## src/rtl/pipeline_hazard_ctrl_if.sv

```systemverilog
// rtl/pipeline_hazard_ctrl_if.sv - hazard controller pipeline-side signal bundle
interface pipeline_hazard_ctrl_if #(
    parameter int REG_ADDR_W = 4,
    parameter int CNT_W      = 16
);
    logic [REG_ADDR_W-1:0] id_reg1_addr;
    logic                  id_reg1_read;
    logic [REG_ADDR_W-1:0] id_reg2_addr;
    logic                  id_reg2_read;
    logic [REG_ADDR_W-1:0] ex_wb_addr;
    logic                  ex_reg_write;
    logic                  ex_is_load;
    logic                  ex_branch_taken;
    logic                  mem_req;
    logic                  mem_shared;
    logic                  mem_ack;
    logic                  perf_clr;
    logic                  pc_stall;
    logic                  ifid_stall;
    logic                  ifid_flush;
    logic                  idex_stall;
    logic                  idex_flush;
    logic                  exmem_stall;
    logic                  memwb_flush;
    logic                  mem_timeout;
    logic [CNT_W-1:0]      stall_count;
    logic [1:0]            ctrl_state;

    // pipeline side: drives stage status, receives hold/bubble controls
    modport master (
        output id_reg1_addr, id_reg1_read, id_reg2_addr, id_reg2_read,
               ex_wb_addr, ex_reg_write, ex_is_load, ex_branch_taken,
               mem_req, mem_shared, mem_ack, perf_clr,
        input  pc_stall, ifid_stall, ifid_flush, idex_stall, idex_flush,
               exmem_stall, memwb_flush, mem_timeout, stall_count, ctrl_state
    );

    // hazard controller side
    modport slave (
        input  id_reg1_addr, id_reg1_read, id_reg2_addr, id_reg2_read,
               ex_wb_addr, ex_reg_write, ex_is_load, ex_branch_taken,
               mem_req, mem_shared, mem_ack, perf_clr,
        output pc_stall, ifid_stall, ifid_flush, idex_stall, idex_flush,
               exmem_stall, memwb_flush, mem_timeout, stall_count, ctrl_state
    );
endinterface

```

## src/rtl/pipeline_hazard_ctrl.sv

```systemverilog
// rtl/pipeline_hazard_ctrl.sv - 5-stage pipeline stall/flush scheduler
module pipeline_hazard_ctrl #(
    parameter int REG_ADDR_W     = 4,
    parameter int TIMEOUT_CYCLES = 15,
    parameter int WAIT_CNT_W     = 4,
    parameter int CNT_W          = 16
) (
    input  logic                  clk,
    input  logic                  rst,
    pipeline_hazard_ctrl_if.slave bus
);
    typedef enum logic [1:0] {
        S_IDLE     = 2'b00,
        S_MEM_WAIT = 2'b01,
        S_TIMEOUT  = 2'b10
    } state_t;

    localparam logic [WAIT_CNT_W-1:0] WAIT_LAST = WAIT_CNT_W'(TIMEOUT_CYCLES - 1);

    state_t                r_state;
    logic [WAIT_CNT_W-1:0] r_wait_cnt;
    logic [CNT_W-1:0]      r_stall_count;

    logic w_loaduse;
    logic w_pc_stall, w_ifid_stall, w_ifid_flush, w_idex_stall, w_idex_flush;
    logic w_exmem_stall, w_memwb_flush, w_mem_timeout;

    assign w_loaduse = bus.ex_is_load & bus.ex_reg_write &
                       ((bus.id_reg1_read & (bus.ex_wb_addr == bus.id_reg1_addr)) |
                        (bus.id_reg2_read & (bus.ex_wb_addr == bus.id_reg2_addr)));

    // zero-latency stall/flush decode from current state and stage status
    always_comb begin
        w_pc_stall    = 1'b0;
        w_ifid_stall  = 1'b0;
        w_ifid_flush  = 1'b0;
        w_idex_stall  = 1'b0;
        w_idex_flush  = 1'b0;
        w_exmem_stall = 1'b0;
        w_memwb_flush = 1'b0;
        w_mem_timeout = 1'b0;
        if (!rst) begin
            if (r_state == S_TIMEOUT) begin
                // freeze front end but let the stuck access drain out of MEM
                w_pc_stall    = 1'b1;
                w_ifid_stall  = 1'b1;
                w_idex_stall  = 1'b1;
                w_memwb_flush = 1'b1;
                w_mem_timeout = 1'b1;
            end else if (!bus.mem_ack && (bus.mem_req || r_state == S_MEM_WAIT)) begin
                // outstanding access: hold everything up to MEM, bubble into WB
                w_pc_stall    = 1'b1;
                w_ifid_stall  = 1'b1;
                w_idex_stall  = 1'b1;
                w_exmem_stall = 1'b1;
                w_memwb_flush = 1'b1;
            end else if (bus.ex_branch_taken) begin
                // squash wrong-path instructions; PC takes the target
                w_ifid_flush = 1'b1;
                w_idex_flush = 1'b1;
            end else if (w_loaduse) begin
                w_pc_stall   = 1'b1;
                w_ifid_stall = 1'b1;
                w_idex_flush = 1'b1;
            end else if (bus.mem_req && bus.mem_ack && bus.mem_shared) begin
                // fetch lost the shared RAM this cycle, so its word is garbage
                w_pc_stall   = 1'b1;
                w_ifid_flush = 1'b1;
            end
        end
    end

    // state, wait counter and saturating stall counter
    always_ff @(posedge clk) begin
        if (rst) begin
            r_state       <= S_IDLE;
            r_wait_cnt    <= '0;
            r_stall_count <= '0;
        end else begin
            case (r_state)
                S_IDLE: begin
                    if (bus.mem_req && !bus.mem_ack) begin
                        r_state    <= S_MEM_WAIT;
                        r_wait_cnt <= '0;
                    end
                end
                S_MEM_WAIT: begin
                    if (bus.mem_ack) begin
                        r_state <= S_IDLE;
                    end else begin
                        r_wait_cnt <= r_wait_cnt + 1'b1;
                        if (r_wait_cnt == WAIT_LAST) begin
                            r_state <= S_TIMEOUT;
                        end
                    end
                end
                S_TIMEOUT: r_state <= S_IDLE;
                default:   r_state <= S_IDLE;
            endcase

            if (bus.perf_clr) begin
                r_stall_count <= '0;
            end else if (w_pc_stall && (r_stall_count != {CNT_W{1'b1}})) begin
                r_stall_count <= r_stall_count + 1'b1;
            end
        end
    end

    assign bus.pc_stall    = w_pc_stall;
    assign bus.ifid_stall  = w_ifid_stall;
    assign bus.ifid_flush  = w_ifid_flush;
    assign bus.idex_stall  = w_idex_stall;
    assign bus.idex_flush  = w_idex_flush;
    assign bus.exmem_stall = w_exmem_stall;
    assign bus.memwb_flush = w_memwb_flush;
    assign bus.mem_timeout = w_mem_timeout;
    assign bus.stall_count = r_stall_count;
    assign bus.ctrl_state  = r_state;
endmodule

```

## src/flat_wrapper.sv

```systemverilog
// flat-port wrapper written by rule: the top's interface ports become plain ports
module pipeline_hazard_ctrl_flat 
#(
    parameter int REG_ADDR_W     = 4,
    parameter int TIMEOUT_CYCLES = 15,
    parameter int WAIT_CNT_W     = 4,
    parameter int CNT_W          = 16
)
  (clk, rst, bus_id_reg1_addr, bus_id_reg1_read, bus_id_reg2_addr, bus_id_reg2_read, bus_ex_wb_addr, bus_ex_reg_write, bus_ex_is_load, bus_ex_branch_taken, bus_mem_req, bus_mem_shared, bus_mem_ack, bus_perf_clr, bus_pc_stall, bus_ifid_stall, bus_ifid_flush, bus_idex_stall, bus_idex_flush, bus_exmem_stall, bus_memwb_flush, bus_mem_timeout, bus_stall_count, bus_ctrl_state);
  pipeline_hazard_ctrl_if #(.REG_ADDR_W(REG_ADDR_W), .CNT_W(CNT_W)) bus_i ();
  input  logic clk;
  input  logic rst;
  input wire logic [$bits(bus_i.id_reg1_addr)-1:0] bus_id_reg1_addr;
  input wire logic [$bits(bus_i.id_reg1_read)-1:0] bus_id_reg1_read;
  input wire logic [$bits(bus_i.id_reg2_addr)-1:0] bus_id_reg2_addr;
  input wire logic [$bits(bus_i.id_reg2_read)-1:0] bus_id_reg2_read;
  input wire logic [$bits(bus_i.ex_wb_addr)-1:0] bus_ex_wb_addr;
  input wire logic [$bits(bus_i.ex_reg_write)-1:0] bus_ex_reg_write;
  input wire logic [$bits(bus_i.ex_is_load)-1:0] bus_ex_is_load;
  input wire logic [$bits(bus_i.ex_branch_taken)-1:0] bus_ex_branch_taken;
  input wire logic [$bits(bus_i.mem_req)-1:0] bus_mem_req;
  input wire logic [$bits(bus_i.mem_shared)-1:0] bus_mem_shared;
  input wire logic [$bits(bus_i.mem_ack)-1:0] bus_mem_ack;
  input wire logic [$bits(bus_i.perf_clr)-1:0] bus_perf_clr;
  output wire logic [$bits(bus_i.pc_stall)-1:0] bus_pc_stall;
  output wire logic [$bits(bus_i.ifid_stall)-1:0] bus_ifid_stall;
  output wire logic [$bits(bus_i.ifid_flush)-1:0] bus_ifid_flush;
  output wire logic [$bits(bus_i.idex_stall)-1:0] bus_idex_stall;
  output wire logic [$bits(bus_i.idex_flush)-1:0] bus_idex_flush;
  output wire logic [$bits(bus_i.exmem_stall)-1:0] bus_exmem_stall;
  output wire logic [$bits(bus_i.memwb_flush)-1:0] bus_memwb_flush;
  output wire logic [$bits(bus_i.mem_timeout)-1:0] bus_mem_timeout;
  output wire logic [$bits(bus_i.stall_count)-1:0] bus_stall_count;
  output wire logic [$bits(bus_i.ctrl_state)-1:0] bus_ctrl_state;
  assign bus_i.id_reg1_addr = bus_id_reg1_addr;
  assign bus_i.id_reg1_read = bus_id_reg1_read;
  assign bus_i.id_reg2_addr = bus_id_reg2_addr;
  assign bus_i.id_reg2_read = bus_id_reg2_read;
  assign bus_i.ex_wb_addr = bus_ex_wb_addr;
  assign bus_i.ex_reg_write = bus_ex_reg_write;
  assign bus_i.ex_is_load = bus_ex_is_load;
  assign bus_i.ex_branch_taken = bus_ex_branch_taken;
  assign bus_i.mem_req = bus_mem_req;
  assign bus_i.mem_shared = bus_mem_shared;
  assign bus_i.mem_ack = bus_mem_ack;
  assign bus_i.perf_clr = bus_perf_clr;
  assign bus_pc_stall = bus_i.pc_stall;
  assign bus_ifid_stall = bus_i.ifid_stall;
  assign bus_ifid_flush = bus_i.ifid_flush;
  assign bus_idex_stall = bus_i.idex_stall;
  assign bus_idex_flush = bus_i.idex_flush;
  assign bus_exmem_stall = bus_i.exmem_stall;
  assign bus_memwb_flush = bus_i.memwb_flush;
  assign bus_mem_timeout = bus_i.mem_timeout;
  assign bus_stall_count = bus_i.stall_count;
  assign bus_ctrl_state = bus_i.ctrl_state;
  pipeline_hazard_ctrl #(.REG_ADDR_W(REG_ADDR_W), .TIMEOUT_CYCLES(TIMEOUT_CYCLES), .WAIT_CNT_W(WAIT_CNT_W), .CNT_W(CNT_W)) u_core (.clk(clk), .rst(rst), .bus(bus_i));
endmodule
```

## config.mk

```make
export PLATFORM = sky130hd
export DESIGN_NAME = pipeline_hazard_ctrl_flat
export DESIGN_NICKNAME = d
export VERILOG_FILES = /design/src/rtl/pipeline_hazard_ctrl_if.sv /design/src/rtl/pipeline_hazard_ctrl.sv /design/src/flat_wrapper.sv
export SDC_FILE = /design/constraint.sdc
export NUM_CORES = 1
export LEC_CHECK = 0
export BUFFER_PORTS_ARGS = -buffer_cell sky130_fd_sc_hd__buf_4
export CORE_MARGIN = 5
export CORE_UTILIZATION = 45
export DETAILED_ROUTE_END_ITERATION = 8
export MAX_ROUTING_LAYER = met4
export PLACE_DENSITY = 0.74
export SYNTH_ARGS = -nofsm -noshare
export SYNTH_HDL_FRONTEND = slang
export SYNTH_SLANG_ARGS = --single-unit
```

## constraint.sdc

```tcl
create_clock -name clk -period 3.3 [get_ports clk]
set_clock_uncertainty 0.1 [all_clocks]
set_input_delay 0.66 -clock clk [delete_from_list [all_inputs] [get_ports clk]]
set_output_delay 0.66 -clock clk [all_outputs]
set_load 0.02 [all_outputs]
```

==> impl_metrics.env <==
export IMPL_placed_area_mm2=0.001654
export IMPL_status="complete, no violations"
export IMPL_crit_chain="buf_4 > xnor2_1 > nand4_1 > or4_4 > and2_2 > a41oi_1 > nor3_1 > buf_4"
export IMPL_syn_area_mm2=0.001279
export IMPL_dp_hpwl_mm=2.385
export IMPL_final_cell_area_mm2=0.001677
export IMPL_cts_setup_buffers=0
export IMPL_avgSynthCellArea_um2=8.093
export IMPL_finalHoldViolations=0
export IMPL_wirelength_mm=3.052
export IMPL_timing_fmax_ghz=0.3447
export IMPL_worstSetupPathType="input port to output port"
export IMPL_grt_max_degree=17
export IMPL_nets=232
export IMPL_syn_num_nets=184
export IMPL_endpoint_kind="output port"
export IMPL_drive_gt1_frac=0.2941
export IMPL_clk_latency_ps=300
export IMPL_num_antenna_cells=0
export IMPL_utilization=0.6133
export IMPL_arrival_ps=2140
export IMPL_antenna_found_initial=0
export IMPL_via_per_inst=5.609
export IMPL_rsz0062_at_grt="no"
export IMPL_crit_family="simple AND/OR/NAND/NOR gates"
export IMPL_slew_headroom=0.5949
export IMPL_start_util=0.4677
export IMPL_synth_edf_count=0
export IMPL_first_pass_iters=4
export IMPL_ys_warn_count=0
export IMPL_critPathBufInv=2
export IMPL_cap_violations=0
export IMPL_cpMaxStageDelayCell="or4_4"
export IMPL_cp_start_kind="input port"
export IMPL_pin_count=49
export IMPL_cts_reportedPaths_clkPinSlew_ps=110
export IMPL_gp_congestion=0.8290
export IMPL_synth_area_leaders="dfxtp_1, nor2_1, xor2_1"
export IMPL_final_common_cell="buf_4"
export IMPL_track_usage=0.1583
export IMPL_wire_per_inst_um=12.99
export IMPL_worst_path_most_repeated_cell="buf_4"
export IMPL_grt_ovfl_total=0
export IMPL_ant_nets=0
export IMPL_area_growth_synth_to_final_pct=31.12
export IMPL_grt_pass1_vias=1281
export IMPL_power_density_mw_per_mm2=275.9
export IMPL_cts_made_buffers=3
export IMPL_crit_fanout=3
export IMPL_core_area_mm2=0.002734
export IMPL_min_path_type="flip-flop to flip-flop"
export IMPL_ys_seq_area_frac=0.3444
export IMPL_synth_cell_type_count=37
export IMPL_worst_pin_slew_ps=601.3
export IMPL_synth_top_cell_area_share=0.3444
export IMPL_leakage_nw=0.6857
export IMPL_synthesis_instances=158
export IMPL_synthArstFlopShare=0
export IMPL_grt_pass1_wl_mm=5.216
export IMPL_crit_required_ps=2540
export IMPL_cts_root_buf="clkbuf_4"
export IMPL_hold_path_startpoint="u_core.bus.stall_count[8]"
export IMPL_fillers=253
export IMPL_initialDrtViolationCount=58
export IMPL_worst_slack_ps=399.2
export IMPL_fin_crit_sh=0.8790
export IMPL_ys_ff_latch=22
export IMPL_vias=1318
export IMPL_cts_sinks=22
export IMPL_setup_tns_ps=0
export IMPL_htree_num_levels=1
export IMPL_peakVddDrop_v=0.0002279
export IMPL_max_stage_delay_ps=440
export IMPL_cp_startpoint="bus_ex_wb_addr[1]"
export IMPL_most_common_layout_cells="buf_4, dfxtp_1, nor2_1, a21oi_1, o21ai_0"
export IMPL_drc_errors=0
export IMPL_setup_viol=0
export IMPL_die_x_um=63.31
export IMPL_die_h_um=63.31
export IMPL_r2r_start="u_core.bus.ctrl_state[0]"
export IMPL_synth_flop_cell="dfxtp_1"
export IMPL_dp_slack_ps=394.6
export IMPL_portBuffers=48
export IMPL_slew_viol_final=0
export IMPL_hold_buffers=0
export IMPL_die_area_mm2=0.004008
export IMPL_finalPower_w=0.0004625
export IMPL_cts_tree="yes"
export IMPL_cts_resized=0
export IMPL_min_period_ps=2901
export IMPL_synth_top_area_cell="dfxtp_1"
export IMPL_rows=19
export IMPL_clockBufferDepth=2
[per-layer routing]
metal	global-route usage	up-vias	wire length, µm
li1	-	663	-
met1	0.1957	611	1342
met2	0.2513	40	1452
met3	0.03020	4	232
met4	0.06753	0	24
met5	-	-	0
[registers in the layout, summed over array words and instances (netlist names)]
name                    cells
u_core.bus.stall_count     16
u_core.r_wait_cnt           4
u_core.bus.ctrl_state       2
[cell usage after synthesis, types with 2 or more instances]
cell and number:
a211oi_1 2, a21oi_1 12, a22oi_1 2, and3_1 3, and4_1 3, clkbuf_1 4, dfxtp_1 22, ha_1 3
inv_1 3, mux2i_1 2, nand2_1 11, nand3_1 6, nand4_1 5, nor2_1 21, nor3_1 2, o211ai_1 4
o21ai_0 12, or2_2 2, or3_1 9, or4_1 2, xnor2_1 4, xor2_1 9
[where the power goes]
part / internal [W] / switching [W]
Combinational: 0.0000376 / 0.0000392
Sequential: 0.000267 / 0.00000290
Clock: 0.0000425 / 0.0000733
Total: 0.000347 / 0.000115
[worst register-to-register path, stage by stage (launching register included)]
cell     delay [ps]
dfxtp_1         520
a21oi_1         120
o21ai_0         330
nor2b_1         180
buf_4           170
o21ai_2         180
or4_1           500
nand2_1          80
[metrics by stage]
stage          hold WS (ps)  instances
2_1_floorplan         406.3        158
3_3_place_gp          381.4        232
3_5_place_dp          392.7        232
4_1_cts               411.0        235
5_1_grt               448.1        235
6_report              407.4        235
[final timing paths]
| check | depth (start not counted) | end | slack (ps) |
|---|---|---|---|
| hold / removal | 2 | u_core.bus.stall_count[8] | 410 |
| hold reg to reg | 2 | u_core.bus.stall_count[8] | 410 |
| setup / recovery | 8 | bus_ifid_flush | 400 |
| setup reg to reg | 7 | u_core.bus.stall_count[4] | 1080 |
[logic make-up (layout without fill, tap and decap cells)]
group	count (synthesis)	after routing	synth area share
AND/OR/NAND/NOR	70	70	0.2857
buffers and inverters	10	56	0.03913
AO/OA/AOI/OAI	38	38	0.1967
adder cells (fa/ha/maj)	3	3	0.02936
multiplexers	2	2	0.01566
XOR/XNOR	13	13	0.08904
flip-flops	22	22	0.3444
[final cells by class]
class | instances | area, µm² | area share
Sequential cell | 22 | 440.4 | 0.2627
Timing Repair Buffer | 50 | 375.4 | 0.2239
Tap cell | 31 | 38.79 | 0.02313
Clock buffer | 3 | 22.52 | 0.01343
Inverter | 3 | 11.26 | 0.006716
Multi-Input combinational cell | 126 | 788.3 | 0.4701
Power figures use the tool's default switching activity.
